File: config.mk
export PLATFORM = sky130hd
export DESIGN_NAME = nt_node_monitor
export DESIGN_NICKNAME = d
export VERILOG_FILES = /design/src/rtl/nt_mon_pkg.sv /design/src/rtl/nt_mon_lane.sv /design/src/rtl/nt_node_monitor.sv
export SDC_FILE = /design/constraint.sdc
export NUM_CORES = 1
export LEC_CHECK = 0
export ABC_CLOCK_PERIOD_IN_PS = 7610
export BUFFER_PORTS_ARGS = -buffer_cell sky130_fd_sc_hd__buf_2
export CAP_MARGIN = 30
export CORE_MARGIN = 1.5
export CORE_UTILIZATION = 60
export CTS_CLUSTER_SIZE = 14
export DETAILED_ROUTE_END_ITERATION = 8
export GPL_TIMING_DRIVEN = 0
export PLACE_DENSITY = 0.87
export SLEW_MARGIN = 15
export SYNTH_ARGS = -nofsm -noshare
export SYNTH_HDL_FRONTEND = slang
export SYNTH_HIERARCHICAL = 1
export SYNTH_SLANG_ARGS = --single-unit
File: constraint.sdc
create_clock -name I1470_clk -period 7.61 [get_ports I1470_clk]
set_input_delay 1.9025 -clock I1470_clk [delete_from_list [all_inputs] [get_ports I1470_clk]]
set_output_delay 1.9025 -clock I1470_clk [all_outputs]
set_load 0.005 [all_outputs]
File: src/rtl/nt_mon_pkg.sv
// Shared types and helpers for the Nt_Node rare-node monitor.
// Holds the FSM state encoding and the lane-index width function.
package nt_mon_pkg;

  typedef enum logic [1:0] {
    NT_IDLE  = 2'd0,
    NT_COUNT = 2'd1,
    NT_ALARM = 2'd2
  } nt_state_e;

  // Lane-index width; a single lane still gets a 1-bit index.
  function automatic int LANE_IDX_W(input int lanes);
    return (lanes <= 1) ? 1 : $clog2(lanes);
  endfunction

endpackage

File: src/rtl/nt_mon_lane.sv
// One monitor lane: input flops, 6-input rare-activation cone, optional output flop,
// saturating consecutive-hit counter and the "count just reached threshold" flag.
module nt_mon_lane #(
  parameter int CNT_W   = 8,
  parameter bit OUT_REG = 1'b0
) (
  input  logic             i_clk,
  input  logic             i_rst_n,
  input  logic             i_en,
  input  logic             i_clr,
  input  logic [CNT_W-1:0] i_thresh,
  input  logic             i_a,
  input  logic             i_b,
  input  logic             i_c,
  input  logic             i_d,
  input  logic             i_e,
  input  logic             i_f,
  output logic             o_node,
  output logic [CNT_W-1:0] o_cnt,
  output logic             o_nz_next,
  output logic             o_hit
);

  localparam logic [CNT_W-1:0] CNT_MAX = '1;

  logic             r_qa, r_qb, r_qc;
  logic             w_cone;
  logic             w_node;
  logic [CNT_W-1:0] r_cnt;
  logic [CNT_W-1:0] w_cnt_nxt;
  logic             w_step;

  // NOTE: sequential state uses non-blocking assignments so every flop samples pre-edge values.
  always_ff @(posedge i_clk) begin
    if (!i_rst_n) begin
      r_qa <= 1'b0;
      r_qb <= 1'b0;
      r_qc <= 1'b0;
    end else begin
      r_qa <= i_a;
      r_qb <= i_b;
      r_qc <= i_c;
    end
  end

  assign w_cone = r_qb & r_qc & ~r_qa & ~i_d & i_e & i_f;

  if (OUT_REG) begin : g_out_reg
    logic r_node;
    always_ff @(posedge i_clk) begin
      if (!i_rst_n) r_node <= 1'b0;
      else          r_node <= w_cone;
    end
    assign w_node = r_node;
  end else begin : g_out_comb
    assign w_node = w_cone;
  end

  // NOTE: every always_comb output gets a default first, so no path can infer a latch.
  always_comb begin
    w_cnt_nxt = r_cnt;
    w_step    = 1'b0;
    if (i_clr) begin
      w_cnt_nxt = '0;
    end else if (i_en) begin
      if (!w_node) begin
        w_cnt_nxt = '0;
      end else if (r_cnt != CNT_MAX) begin
        w_cnt_nxt = r_cnt + CNT_W'(1);
        w_step    = 1'b1;
      end
    end
  end

  always_ff @(posedge i_clk) begin
    if (!i_rst_n) r_cnt <= '0;
    else          r_cnt <= w_cnt_nxt;
  end

  // Fires only on the increment that lands on thresh; a saturated or
  // already-past counter never re-fires.
  assign o_hit     = w_step && (i_thresh != '0) && (w_cnt_nxt == i_thresh);
  assign o_nz_next = |w_cnt_nxt;
  assign o_node    = w_node;
  assign o_cnt     = r_cnt;

endmodule

File: src/rtl/nt_node_monitor.sv
// Multi-lane rare-node cone with a sticky activation alarm; the FSM watches all
// lane counters and latches the lowest lane that reaches the threshold.
module nt_node_monitor
  import nt_mon_pkg::*;
#(
  parameter int LANES   = 4,
  parameter int CNT_W   = 8,
  parameter bit OUT_REG = 1'b0
) (
  input  logic                          I1470_clk,
  input  logic                          I1477_rst,
  input  logic                          en,
  input  logic                          clr,
  input  logic [CNT_W-1:0]              thresh,
  input  logic [LANES-1:0]              in_a,
  input  logic [LANES-1:0]              in_b,
  input  logic [LANES-1:0]              in_c,
  input  logic [LANES-1:0]              in_d,
  input  logic [LANES-1:0]              in_e,
  input  logic [LANES-1:0]              in_f,
  output logic [LANES-1:0]              node_out,
  output logic [LANES*CNT_W-1:0]        hit_cnt,
  output logic                          alarm,
  output logic [LANE_IDX_W(LANES)-1:0]  alarm_lane,
  output logic [1:0]                    state
);

  localparam int IDX_W = LANE_IDX_W(LANES);

  logic [LANES-1:0] w_nz;
  logic [LANES-1:0] w_hit;
  logic             w_any_nz;
  logic             w_any_hit;
  logic [IDX_W-1:0] w_hit_idx;
  logic [IDX_W-1:0] r_alarm_lane;
  nt_state_e        r_state;
  nt_state_e        w_state_nxt;

  for (genvar g = 0; g < LANES; g++) begin : g_lane
    nt_mon_lane #(
      .CNT_W   (CNT_W),
      .OUT_REG (OUT_REG)
    ) u_lane (
      .i_clk     (I1470_clk),
      .i_rst_n   (I1477_rst),
      .i_en      (en),
      .i_clr     (clr),
      .i_thresh  (thresh),
      .i_a       (in_a[g]),
      .i_b       (in_b[g]),
      .i_c       (in_c[g]),
      .i_d       (in_d[g]),
      .i_e       (in_e[g]),
      .i_f       (in_f[g]),
      .o_node    (node_out[g]),
      .o_cnt     (hit_cnt[g*CNT_W +: CNT_W]),
      .o_nz_next (w_nz[g]),
      .o_hit     (w_hit[g])
    );
  end

  assign w_any_nz  = |w_nz;
  assign w_any_hit = |w_hit;

  // Scan from the top so the lowest qualifying lane is written last and wins.
  always_comb begin
    w_hit_idx = '0;
    for (int i = LANES - 1; i >= 0; i--) begin
      if (w_hit[i]) w_hit_idx = IDX_W'(i);
    end
  end

  always_comb begin
    w_state_nxt = r_state;
    if (clr) begin
      w_state_nxt = NT_IDLE;
    end else begin
      case (r_state)
        NT_IDLE: begin
          if (en && w_any_hit)     w_state_nxt = NT_ALARM;
          else if (en && w_any_nz) w_state_nxt = NT_COUNT;
        end
        NT_COUNT: begin
          if (en && w_any_hit)      w_state_nxt = NT_ALARM;
          else if (en && !w_any_nz) w_state_nxt = NT_IDLE;
        end
        NT_ALARM: w_state_nxt = NT_ALARM;
        default:  w_state_nxt = NT_IDLE;
      endcase
    end
  end

  always_ff @(posedge I1470_clk) begin
    if (!I1477_rst) r_state <= NT_IDLE;
    else            r_state <= w_state_nxt;
  end

  always_ff @(posedge I1470_clk) begin
    if (!I1477_rst || clr) begin
      r_alarm_lane <= '0;
    end else if (w_state_nxt == NT_ALARM && r_state != NT_ALARM) begin
      r_alarm_lane <= w_hit_idx;
    end
  end

  assign alarm      = (r_state == NT_ALARM);
  assign alarm_lane = r_alarm_lane;
  assign state      = r_state;

endmodule

-- Word level (Yosys, flattened, before mapping)
Index checks and enable logic that the tools add are counted.
- $add $sub $neg: 4
- multiply operators: 0
- div/mod/pow operators: 0
- order comparisons: 0
- equality and inequality tests: 12
- shift-type cells: 0
- multiplexer cells: 42
- bitwise gates (word level): 28
- reductions and logical operators: 19
- operators by type and width (kind ; count):
    8-bit 2-to-1 mux ; 16
    8-bit by 1-bit adder with 8-bit output, second input constant ; 4
    8-bit == test ; 4
    8-bit != test, second input constant ; 4
    32-bit OR reduction ; 1
    1-bit AND ; 20
    2-bit 2-to-1 mux ; 9
    1-bit 2-to-1 mux ; 16
    1-bit logical AND ; 12
    1-bit NOT ; 8
    8-bit nonzero test ; 1
    2-bit one-hot mux with 3 select lines ; 1
    2-bit == test, second input constant ; 2
    4-bit OR reduction ; 1
    2-bit by 1-bit == test with 1-bit output, second input constant ; 1
    1-bit zero test ; 2
    2-bit zero test ; 1
    2-bit != test, second input constant ; 1
    1-bit logical OR ; 1
- flip-flop bits (word level): 48
- latch bits: 0
- bits in writable memories: 0
- memory bits (read-only): 0
- output and inout bits: 41
- logic and storage cells: 123
- memories: 0

-- Longest topological paths before layout
Gate-level depths: netlist of run 1.
- depth in word-level cells: 17
- gate-level depth with buffers: 10
- gate-level depth less buffers: 10

-- Hierarchy
Netlist of run 1, hierarchy kept.
- modules (own cells, without submodules) (module ; instances ; cells each ; area each (µm²) ; seq. area each (µm²)):
    nt_mon_lane (g_lane[0].u_lane ...) ; 3 ; 102 ; 820.8 ; 220.2
    nt_mon_lane (g_lane[3].u_lane) ; 1 ; 119 ; 929.6 ; 220.2
    nt_node_monitor ; 1 ; 24 ; 224.0 ; 80.1

-- Least setup slack after synthesis of run 1
OpenSTA, ideal clock, no wires.
- kind: input port to output port
- start point: input port in_d[3]
- end point: output port node_out[3]
- arrival: 2.485 ns
- required time: 5.707 ns
- setup slack: 3.222 ns
- stages: 3
- path through: and4bb_2 > nand3_1 > inv_1
- cells in the longest elaborated chain, start to end: 4
- ends and longest elaborated chain (item ; line ; source):
    from (decl) ; nt_node_monitor.sv:18 ; input logic [LANES-1:0] in_d,
    1-bit NOT ; nt_mon_lane.sv:46 ; assign w_cone = r_qb & r_qc & ~r_qa & ~i_d & i_e & i_f;
    1-bit AND (3 in series) ; nt_mon_lane.sv:46 ;
    to (decl) ; nt_node_monitor.sv:21 ; output logic [LANES-1:0] node_out,
Every way passes these cells.

-- Worst setup path after layout of run 1
- start point: input port en
- end point: register r_alarm_lane[0], in the netlist alarm_lane[0]
- cells in the longest elaborated chain, start to end: 11
- ends and longest elaborated chain (item ; line ; source):
    from (decl) ; nt_node_monitor.sv:12 ; input logic en,
    8-bit 2-to-1 mux or 1-bit 2-to-1 mux (tied branches) ; nt_mon_lane.sv:65 ; end else if (i_en) begin
    8-bit 2-to-1 mux or 1-bit 2-to-1 mux (tied branches) ; nt_mon_lane.sv:63 ; if (i_clr) begin
    8-bit == test or 1-bit logical AND (tied branches) ; nt_mon_lane.sv:82 ; assign o_hit = w_step && (i_thresh != '0) && (w_cnt_nxt == i_thresh);
    1-bit logical AND * ; nt_mon_lane.sv:82 ;
    net w_hit[1] ; nt_node_monitor.sv:31 ; logic [LANES-1:0] w_hit;
    4-bit OR reduction ; nt_node_monitor.sv:63 ; assign w_any_hit = |w_hit;
    1-bit logical AND ; nt_node_monitor.sv:80, nt_node_monitor.sv:84 ;
    2-bit 2-to-1 mux (on tied branches) ; nt_node_monitor.sv:84, nt_node_monitor.sv:80 ;
    2-bit one-hot mux with 3 select lines ; nt_node_monitor.sv:78 ; case (r_state)
    2-bit 2-to-1 mux ; nt_node_monitor.sv:75 ; if (clr) begin
    2-bit == test ; nt_node_monitor.sv:101 ; end else if (w_state_nxt == NT_ALARM && r_state != NT_ALARM) begin
    1-bit logical AND ; nt_node_monitor.sv:101 ;
    to (signal assigned) ; nt_node_monitor.sv:102 ; r_alarm_lane <= w_hit_idx;
    to (decl) ; nt_node_monitor.sv:35 ; logic [IDX_W-1:0] r_alarm_lane;
The timed path passes the listed nets; every way through them passes the cells marked *.
A chain may end at the register's enable or synchronous reset.

==> results of run 1 <==
## power groups by stage
stage / logic [W] / clock network, W / registers, W
after floorplan: 0.0000292 / 0 / 0.000261
after global placement: 0.0000554 / 0 / 0.000261
after detailed placement: 0.0000569 / 0 / 0.000261
after CTS: 0.0000572 / 0.000167 / 0.000255
after global routing: 0.0000637 / 0.000175 / 0.000256
final: 0.0000589 / 0.000161 / 0.000255
## final timing paths
| kind | from | end | slack (ns) | cells past startpoint |
|---|---|---|---|---|
| worst min-delay path | alarm_lane[1] | alarm_lane[1] | 0.50 | 2 |
| worst min register to register | alarm_lane[1] | alarm_lane[1] | 0.50 | 2 |
| worst max-delay path | en | alarm_lane[0] | 2.85 | 11 |
| worst max register to register | g_lane[1].u_lane/o_cnt[0] | alarm_lane[0] | 4.23 | 10 |
## critical path, stage by stage
cell and delay [ns]:
buf_2 0.33, buf_6 0.21, nand4_1 0.16, o21a_1 0.25, o31ai_1 0.24, o21ai_0 0.15
or4_1 0.59, a2111oi_2 0.64, or4_1 0.23, o2111ai_1 0.13, a21oi_1 0.16
## flip-flops by register name, indices dropped and copies added (netlist names)
name	count
g_lane.u_lane/r_qb	4
state	2
g_lane.u_lane/o_cnt	32
g_lane.u_lane/r_qc	4
alarm_lane	2
g_lane.u_lane/r_qa	4
## final cells by class
type | count | area, um^2
multi-input combinational | 368 | 2460
fill | 491 | 1700
sequential | 48 | 961
timing repair buffer | 76 | 380
buffer | 12 | 113
tap | 75 | 93.8
clock buffer | 7 | 86.3
inverter | 21 | 78.8
clock inverter | 1 | 7.51
## metal layers
layer,up-vias,routed length (um),GRT usage [%]
li1,1868,-,-
met1,1885,4240,40.9
met2,232,4750,50.2
met3,30,897,6.25
met4,0,193,13.6
met5,-,0,0
## metrics by stage
step           instance area [um^2]  util [%]  worst slack [ns]  instances  hold slack, ns
4_1_cts                        4180      71.1              2.93        608           0.508
5_1_grt                        4180      71.1              2.66        608           0.538
3_3_place_gp                   4090      69.5              2.69        600           0.470
6_report                       4180      71.1              2.85        608           0.502
3_5_place_dp                   4090      69.5              2.64        600           0.494
2_1_floorplan                  3620         -              3.22        449           0.466
## layout by cell type, fill, tap and decap left out, types with 4 or more instances in the layout
master,count
buf_2,76
buf_4,4
and4bb_2,4
a211oi_1,5
o21ai_0,30
mux2i_1,16
or4_1,13
and2_1,20
ha_1,4
o31ai_1,7
and3_1,12
xor2_1,6
a2111oi_2,4
nand4_1,19
or3_1,7
clkbuf_8,6
buf_6,7
nand2_1,28
inv_1,21
nor3_1,14
nor4_1,8
nor3b_1,5
o21a_1,4
xnor2_1,4
and4_1,6
a21oi_1,18
nand3_1,10
dfxtp_1,48
a31oi_1,10
nor2_1,55
## kinds of logic after synthesis
logic type | Yosys count | share of synthesized area (%)
compound gates | 111 | 22.9
xor+xnor | 10 | 2.42
fa+ha+maj | 4 | 1.38
buf+inv | 33 | 5.29
flops | 48 | 26.6
mux | 17 | 4.74
simple gates | 226 | 36.7
==> flow_summary.toml, run 1 <==
[run_status]
status = "finished clean"

[global_routing]
grt_pass1_wl_um = 16300
grt_max_degree = 29
grt.overflow.total = 0
antenna_found_initial = 0
grtUsageTotal_pct = 31.5
grt_pass1_vias = 3637

[cts]
cts.sinks = 48
cts_tree = "yes"
cts.clk_slew.worst_paths_ns = 0.09
cts_setup_buffers = 0
cts_resized = 0
root_buffer = "clkbuf_8"
cts_buffers = 5
cts_hold_buf = 0
clk_latency_ns = 0.31
cts.path.max_buffers = 2
htreeDepth = 2

[power]
p_seq_share_pct = 53.7
intPower_w = 0.000351
p_total_w = 0.000475
p_per_area_nw_per_um2 = 114
p_leak_nw = 1.71
switching_share_pct = 26.1
p_comb_share_pct = 12.4
ir_worst_vdd_mv = 0.0825
p_clk_share_pct = 33.9
p_sw_w = 0.000124

[place]
dp_hpwl_um = 7260
gp_congestion = 0.941
port_buffers = 76

[timing]
fin_skew_ns = 0.0117
rsz0062_at_grt = "false"
slew_violations = 0
setup_viol = 0
min_period_ns = 4.76
period_share_pct = 62.5
slew_headroom_pct = 37.4
fin_tns_setup_ns = 0
max_freq_ghz = 0.210
worstMarginPinSlew_ns = 0.930
hold_viol = 0

[synth]
syn_inst = 449
synth_nets = 489
synth_common_cells = "nor2_1 (55), dfxtp_1 (48), o21ai_0 (30)"
synth-async-reset-ratio_pct = 0
avgSynthCellArea_um2 = 8.05
ys_ff_latch = 48
synthTopCellsByArea = "dfxtp_1 (27%), nor2_1 (5.7%), mux2i_1 (4.4%)"
synth_edf_count = 0
synth_warnings = 6
yosysTopAreaCellShare_pct = 26.6
synth.largest_area_cell = "dfxtp_1"
synth_cell_types = 58
synth_most_common_cell = "nor2_1"
syn_area_um2 = 3620
ys_seq_area_share_pct = 26.6
synthFlopType = "dfxtp_1"

[final_layout]
antenna_cells = 0
fin_nets = 572
synthToLayoutAreaGrowth_pct = 15.7
drive_gt1_share_pct = 23.3

[routing]
avgRoutedWirePerCell_um = 16.6
vias = 4015
drtPass1Iterations = 5
drc = 0
vias_per_cell = 6.60
ant_nets = 0
drtIter0Drc = 385
wl_um = 10100

[job]
maxCapViolCount = 0

[floorplan]
pin_count = 77
dieArea_um2 = 6500
core-area_um2 = 5890
dieHeight_um = 80.6
die_w_um = 80.6
fp-row-count = 28
start_util_pct = 61.4

[worst_setup_path]
critPathKind = "input pin to flop"
cp.arrival_ns = 5.00
start_kind = "input pin"
cp.required_ns = 7.85
path_max_fanout = 14
worstSetupEndpointType = "flop"

[min_path]
hp-class = "flop to flop"
No activity file was read; power rests on OpenSTA's default activity.
==> inputs of run 2 (changes only) <==
--- a/config.mk
+++ b/config.mk
@@ -5,15 +5,16 @@
 export SDC_FILE = /design/constraint.sdc
 export NUM_CORES = 1
 export LEC_CHECK = 0
-export ABC_CLOCK_PERIOD_IN_PS = 7610
+export ABC_AREA = 1
+export ABC_CLOCK_PERIOD_IN_PS = 3900
 export BUFFER_PORTS_ARGS = -buffer_cell sky130_fd_sc_hd__buf_2
 export CAP_MARGIN = 30
 export CORE_MARGIN = 1.5
-export CORE_UTILIZATION = 60
+export CORE_UTILIZATION = 50
 export CTS_CLUSTER_SIZE = 14
 export DETAILED_ROUTE_END_ITERATION = 8
 export GPL_TIMING_DRIVEN = 0
-export PLACE_DENSITY = 0.87
+export PLACE_DENSITY = 0.77
 export SLEW_MARGIN = 15
 export SYNTH_ARGS = -nofsm -noshare
 export SYNTH_HDL_FRONTEND = slang
==> constraint.sdc (replaced) <==
create_clock -name I1470_clk -period 3.9 [get_ports I1470_clk]
set_input_delay 0.975 -clock I1470_clk [delete_from_list [all_inputs] [get_ports I1470_clk]]
set_output_delay 0.975 -clock I1470_clk [all_outputs]
set_load 0.005 [all_outputs]
==> flow_summary.toml, run 2 <==
[run_status]
status = "finished clean"

[routing]
wl_met1_um = 4300
vias_per_cell = 5.25
drtIter0Drc = 295
drc = 0
met3_wirelength_um = 529
top_layer = "met4"
ant_nets = 0
avgRoutedWirePerCell_um = 12.3
wl_met2_um = 4530
drtPass1Iterations = 5
vias = 4050
wl_um = 9460

[synth]
avgSynthCellArea_um2 = 6.25
syn_area_um2 = 3680
synth.largest_area_cell = "dfxtp_1"
synth_most_common_cell = "nand2_1"
ys_ff_latch = 48
yosysTopAreaCellShare_pct = 26.1
synth_cell_types = 21
synthTopCellsByArea = "dfxtp_1 (26%), nand2_1 (14%), nor2_1 (9.3%)"
ys_seq_area_share_pct = 26.1
synth_common_cells = "nand2_1 (133), nor2_1 (91), inv_1 (84)"
synth_edf_count = 0
synthFlopType = "dfxtp_1"
synth_nets = 629
synth-async-reset-ratio_pct = 0
syn_inst = 589
synth_warnings = 6

[cts]
cts_buffers = 5
cts.clk_slew.worst_paths_ns = 0.10
cts_hold_buf = 0
cts.sinks = 48
cts.path.max_buffers = 2
cts_tree = "yes"
clk_latency_ns = 0.31
htreeDepth = 2
cts_setup_buffers = 0
root_buffer = "clkbuf_8"
cts_resized = 0

[final_layout]
drive_gt1_share_pct = 23.8
final_common_cell = "nand2_1"
instances_no_fill = 772
antenna_cells = 0
synthToLayoutAreaGrowth_pct = 16.8
fin_nets = 712
final_cell_mix = "nand2_1 (133), nor2_1 (91), inv_1 (84), buf_2 (76), nand3_1 (57)"
largest_reg_flops = 32

[place]
gp_congestion = 0.913
port_buffers = 76
dp_hpwl_um = 7180
dp_cells = 764

[timing]
max_freq_ghz = 0.339
rsz0062_at_grt = "false"
worstMarginPinSlew_ns = 0.672
period_share_pct = 75.6
slew_headroom_pct = 55.2
slew_violations = 0
fin_skew_ns = 0.0102
hold_viol = 0
min_period_ns = 2.95
setup_viol = 0
fin_tns_setup_ns = 0

[global_routing]
grt_pass1_vias = 3499
grt_max_degree = 28
antenna_found_initial = 0
grt.overflow.total = 0
grtUsageTotal_pct = 24.8
grt_pass1_wl_um = 15600

[worst_setup_path]
worstSetupEndpointType = "flop"
path_max_fanout = 27
cp.arrival_ns = 3.20
cp.required_ns = 4.15
critPathKind = "input pin to flop"
start_kind = "input pin"

[floorplan]
core-area_um2 = 7180
fp-row-count = 31
dieHeight_um = 88.8
die_w_um = 88.8
start_util_pct = 51.3
dieArea_um2 = 7890
pin_count = 77

[min_path]
hp-class = "flop to flop"

[power]
p_leak_nw = 2.17
p_per_area_nw_per_um2 = 244
ir_worst_vdd_mv = 0.122

[job]
maxCapViolCount = 0
[run 2: cell type report]
cell class	instances	area, um^2
buffer	4	30.0
clock buffer	5	68.8
clock inverter	3	46.3
fill	691	2870
inverter	96	360
multi-input combinational	441	2330
sequential	48	961
tap	99	124
timing repair buffer	76	380
[run 2: path summary, 6_finish.rpt]
path | end | start | slack, ns | depth (start not counted)
setup reg to reg | alarm_lane[1] | g_lane[3].u_lane/o_cnt[0] | 1.44 | 19
setup / recovery | alarm_lane[1] | en | 0.95 | 18
hold reg to reg | alarm_lane[0] | alarm_lane[0] | 0.53 | 4
hold / removal | alarm_lane[0] | alarm_lane[0] | 0.53 | 4
[run 2: routing by layer]
layer  vias to the layer above  global-route usage [%]
met5                         -                       0
li1                       2072                       -
met2                       140                    41.6
met1                      1826                    33.1
met4                         0                    7.39
met3                        12                    3.17
[run 2: power by group]
part | internal [W] | leakage [nW] | switching [W] | total (W)
Clock | 0.000193 | 0.0548 | 0.000182 | 0.000376
Sequential | 0.000501 | 0.391 | 0.00000823 | 0.000509
Combinational | 0.0000582 | 1.72 | 0.000108 | 0.000167
Total | 0.000752 | 2.17 | 0.000299 | 0.00105
[run 2: critical path: stages]
cell and delay (ns):
buf_2 0.52, buf_4 0.29, nand2_2 0.08, nand2_1 0.10, nand3_2 0.10, nand2_1 0.09, nand2_1 0.05, nor2_1 0.11
nand3_1 0.10, nor2_2 0.15, nor2_1 0.07, nand2_1 0.06, nand2_1 0.06, nand2_2 0.13, nand3_2 0.09, nand2_1 0.08
inv_1 0.04, nor2_1 0.09
[run 2: kinds of logic (layout without fill, tap and decap cells)]
kind of cell / after synthesis / count (layout) / synth area share [%]
buf+inv: 100 / 184 / 10.6
compound gates: 47 / 47 / 8.46
simple gates: 390 / 390 / 53.5
fa+ha+maj: 4 / 4 / 1.36
flops: 48 / 48 / 26.1
[run 2: per-stage QoR]
stage,util [%],setup slack [ns],area (um^2),total power (W),hold WS [ns]
5_1_grt,60.0,0.662,4300,0.00111,0.548
3_3_place_gp,58.4,0.696,4190,0.000682,0.495
2_1_floorplan,-,1.39,3680,0.000619,0.503
4_1_cts,60.0,0.960,4300,0.00106,0.529
6_report,60.0,0.950,4300,0.00105,0.529
3_5_place_dp,58.4,0.642,4190,0.000685,0.512
==> inputs of run 3 (changes only) <==
--- a/config.mk
+++ b/config.mk
@@ -6,7 +6,7 @@
 export NUM_CORES = 1
 export LEC_CHECK = 0
 export ABC_AREA = 1
-export ABC_CLOCK_PERIOD_IN_PS = 3900
+export ABC_CLOCK_PERIOD_IN_PS = 2400
 export BUFFER_PORTS_ARGS = -buffer_cell sky130_fd_sc_hd__buf_2
 export CAP_MARGIN = 30
 export CORE_MARGIN = 1.5
==> constraint.sdc (replaced) <==
create_clock -name I1470_clk -period 2.4 [get_ports I1470_clk]
set_input_delay 0.6 -clock I1470_clk [delete_from_list [all_inputs] [get_ports I1470_clk]]
set_output_delay 0.6 -clock I1470_clk [all_outputs]
set_load 0.005 [all_outputs]
==> flow_summary.toml, run 3 (synthesized netlist as in run 2, its figures left out) <==
[routing]
avgRoutedWirePerCell_um = 13.2
wl_met2_um = 5110
top_layer = "met4"
drtIter0Drc = 222
drtPass1Iterations = 5
vias_per_cell = 5.36
ant_nets = 0
wl_um = 10400
met3_wirelength_um = 692
vias = 4232
wl_met1_um = 4380
drc = 0

[worst_setup_path]
path_max_fanout = 7
cp_slowest_cell = "dfxtp_4"
slowest_delay_ns = 0.39
cp.required_ns = 2.64
cp.arrival_ns = 2.54
r2r-start = "g_lane[2].u_lane/o_cnt[0]"
worstSetupEndpointType = "flop"
r2r_cells = 19
crit_top_cell = "nand2_1"
crit_chain = "ha_4 -> nand2_4 -> nor2_4 -> nand2_4 -> nand3_2 -> nand3_2 -> nand2_1 -> nand2_1 -> nor2_1 -> nand3_2 -> nor2_2 -> nor2_1 -> nand2_1 -> nand2_1 -> nand2_2 -> nand3_4 -> nand2_2 -> inv_1 -> nor2_1"
timing.rr.end = "alarm_lane[1]"
ff2ff_setup_slack_ns = 0.10
start_kind = "flop"
critPathKind = "flop to flop"
path_buf_inv = 1
path_delay_family = "simple AND/OR/NAND/NOR gates"

[timing]
min_period_ns = 2.30
max_freq_ghz = 0.435
period_share_pct = 95.8
worstMarginPinSlew_ns = 0.388
fin_tns_setup_ns = 0
slew_headroom_pct = 74.0
setup_viol = 0
fin_ws_ns = 0.101
fin_skew_ns = 0.00769
hold_viol = 0
slew_violations = 0

[floorplan]
core-area_um2 = 7180
pin_count = 77
die_w_um = 88.8
dieHeight_um = 88.8
start_util_pct = 51.3
fp-row-count = 31
dieArea_um2 = 7890

[global_routing]
grt.overflow.total = 0
grtUsageTotal_pct = 24.8
antenna_found_initial = 0
grt_pass1_vias = 3499
grt_max_degree = 28
grt_pass1_wl_um = 15600

[job]
maxCapViolCount = 0

[min_path]
hold_start = "in_b[1]"
holdPathEnd = "g_lane[1].u_lane/r_qb"
hp-class = "input pin to flop"
hold_depth = 3

[run_status]
status = "finished clean"

[final_layout]
largest_reg_flops = 32
antenna_cells = 0
final_cell_mix = "nand2_1 (119), nor2_1 (86), inv_1 (84), buf_2 (74), nand3_1 (46)"
synthToLayoutAreaGrowth_pct = 29.2
final_common_cell = "nand2_1"
fin_nets = 730
drive_gt1_share_pct = 32.6

[cts]
cts_hold_buf = 0
clk_latency_ns = 0.31
cts_tree = "yes"
cts_buffers = 5
cts.path.max_buffers = 2
root_buffer = "clkbuf_8"
cts.clk_slew.worst_paths_ns = 0.09
cts.sinks = 48
htreeDepth = 2

[place]
preCtsSetupSlack_ns = -0.483
port_buffers = 76
gp_congestion = 0.913
dp_hpwl_um = 7180

[power]
p_leak_nw = 2.40
ir_worst_vdd_mv = 0.192
p_per_area_nw_per_um2 = 365
==> run 3: changes by cell type in the layout (fill, tap and decap cells not counted), moves of 8 or more <==
cell / delta
buf_4: +17
nand2_1: -14
dfxtp_1: -12
nand3_1: -11
nand2_4: +10
nand3_4: +8
==> run 3: final cells by class <==
type / instances / area [um^2]
Buffer: 4 / 30.0
Clock buffer: 5 / 68.8
Clock inverter: 3 / 46.3
Fill cell: 614 / 2410
Inverter: 96 / 360
Multi-Input combinational cell: 442 / 2610
Sequential cell: 48 / 991
Tap cell: 99 / 124
Timing Repair Buffer: 93 / 533
==> run 3: where the power goes <==
part,total [W],internal [W],switching [W],leakage (nW)
clock network,0.000606,0.000314,0.000292,0.0548
registers,0.000824,0.000809,0.0000149,0.398
logic,0.000306,0.000113,0.000194,1.94
total,0.00174,0.00124,0.000501,2.40
==> run 3: metrics by stage <==
step	power, W	instances	utilization, %	hold slack (ns)	cell area [um^2]
after floorplan	0.00101	589	-	0.503	3680
after global placement	0.00111	764	58.4	0.495	4190
after detailed placement	0.00111	764	58.4	0.512	4190
after CTS	0.00173	772	60.0	0.459	4310
after global routing	0.00183	790	66.3	0.456	4760
final	0.00174	790	66.3	0.465	4760
==> run 3: worst max-delay path by stage <==
stage / start / depth (start not counted) / slack (ns) / end
after floorplan: in_f[2] / 17 / 0.27 / alarm_lane[0]
after CTS: g_lane[0].u_lane/o_cnt[1] / 19 / 0.004 / alarm_lane[1]
final: g_lane[2].u_lane/o_cnt[0] / 19 / 0.10 / alarm_lane[1]
after global routing: clr / 18 / -0.11 / alarm_lane[1]
after detailed placement: en / 18 / -0.48 / alarm_lane[1]
after global placement: en / 17 / -0.43 / alarm_lane[0]
==> run 3: worst register-to-register path, stage by stage (launching register included) <==
cell and delay [ns]:
dfxtp_4 0.39, ha_4 0.15, nand2_4 0.07, nor2_4 0.16, nand2_4 0.12, nand3_2 0.11
nand3_2 0.11, nand2_1 0.07, nand2_1 0.05, nor2_1 0.14, nand3_2 0.10, nor2_2 0.16
nor2_1 0.06, nand2_1 0.06, nand2_1 0.05, nand2_2 0.11, nand3_4 0.09, nand2_2 0.08
inv_1 0.04, nor2_1 0.10
==> run 3: per-layer routing <==
layer	vias up	track usage (%)
met4	0	7.39
met1	1925	33.1
met5	-	0
met2	175	41.6
met3	24	3.17
li1	2108	-
==> run 3: timing repair <==
action | 4_1_cts | 5_1_grt
pin swaps | 0 | 32
resized for setup | 3 | 77
gates cloned | 0 | 1
setup endpoints to repair | 2 | 3
setup buffers | 0 | 18
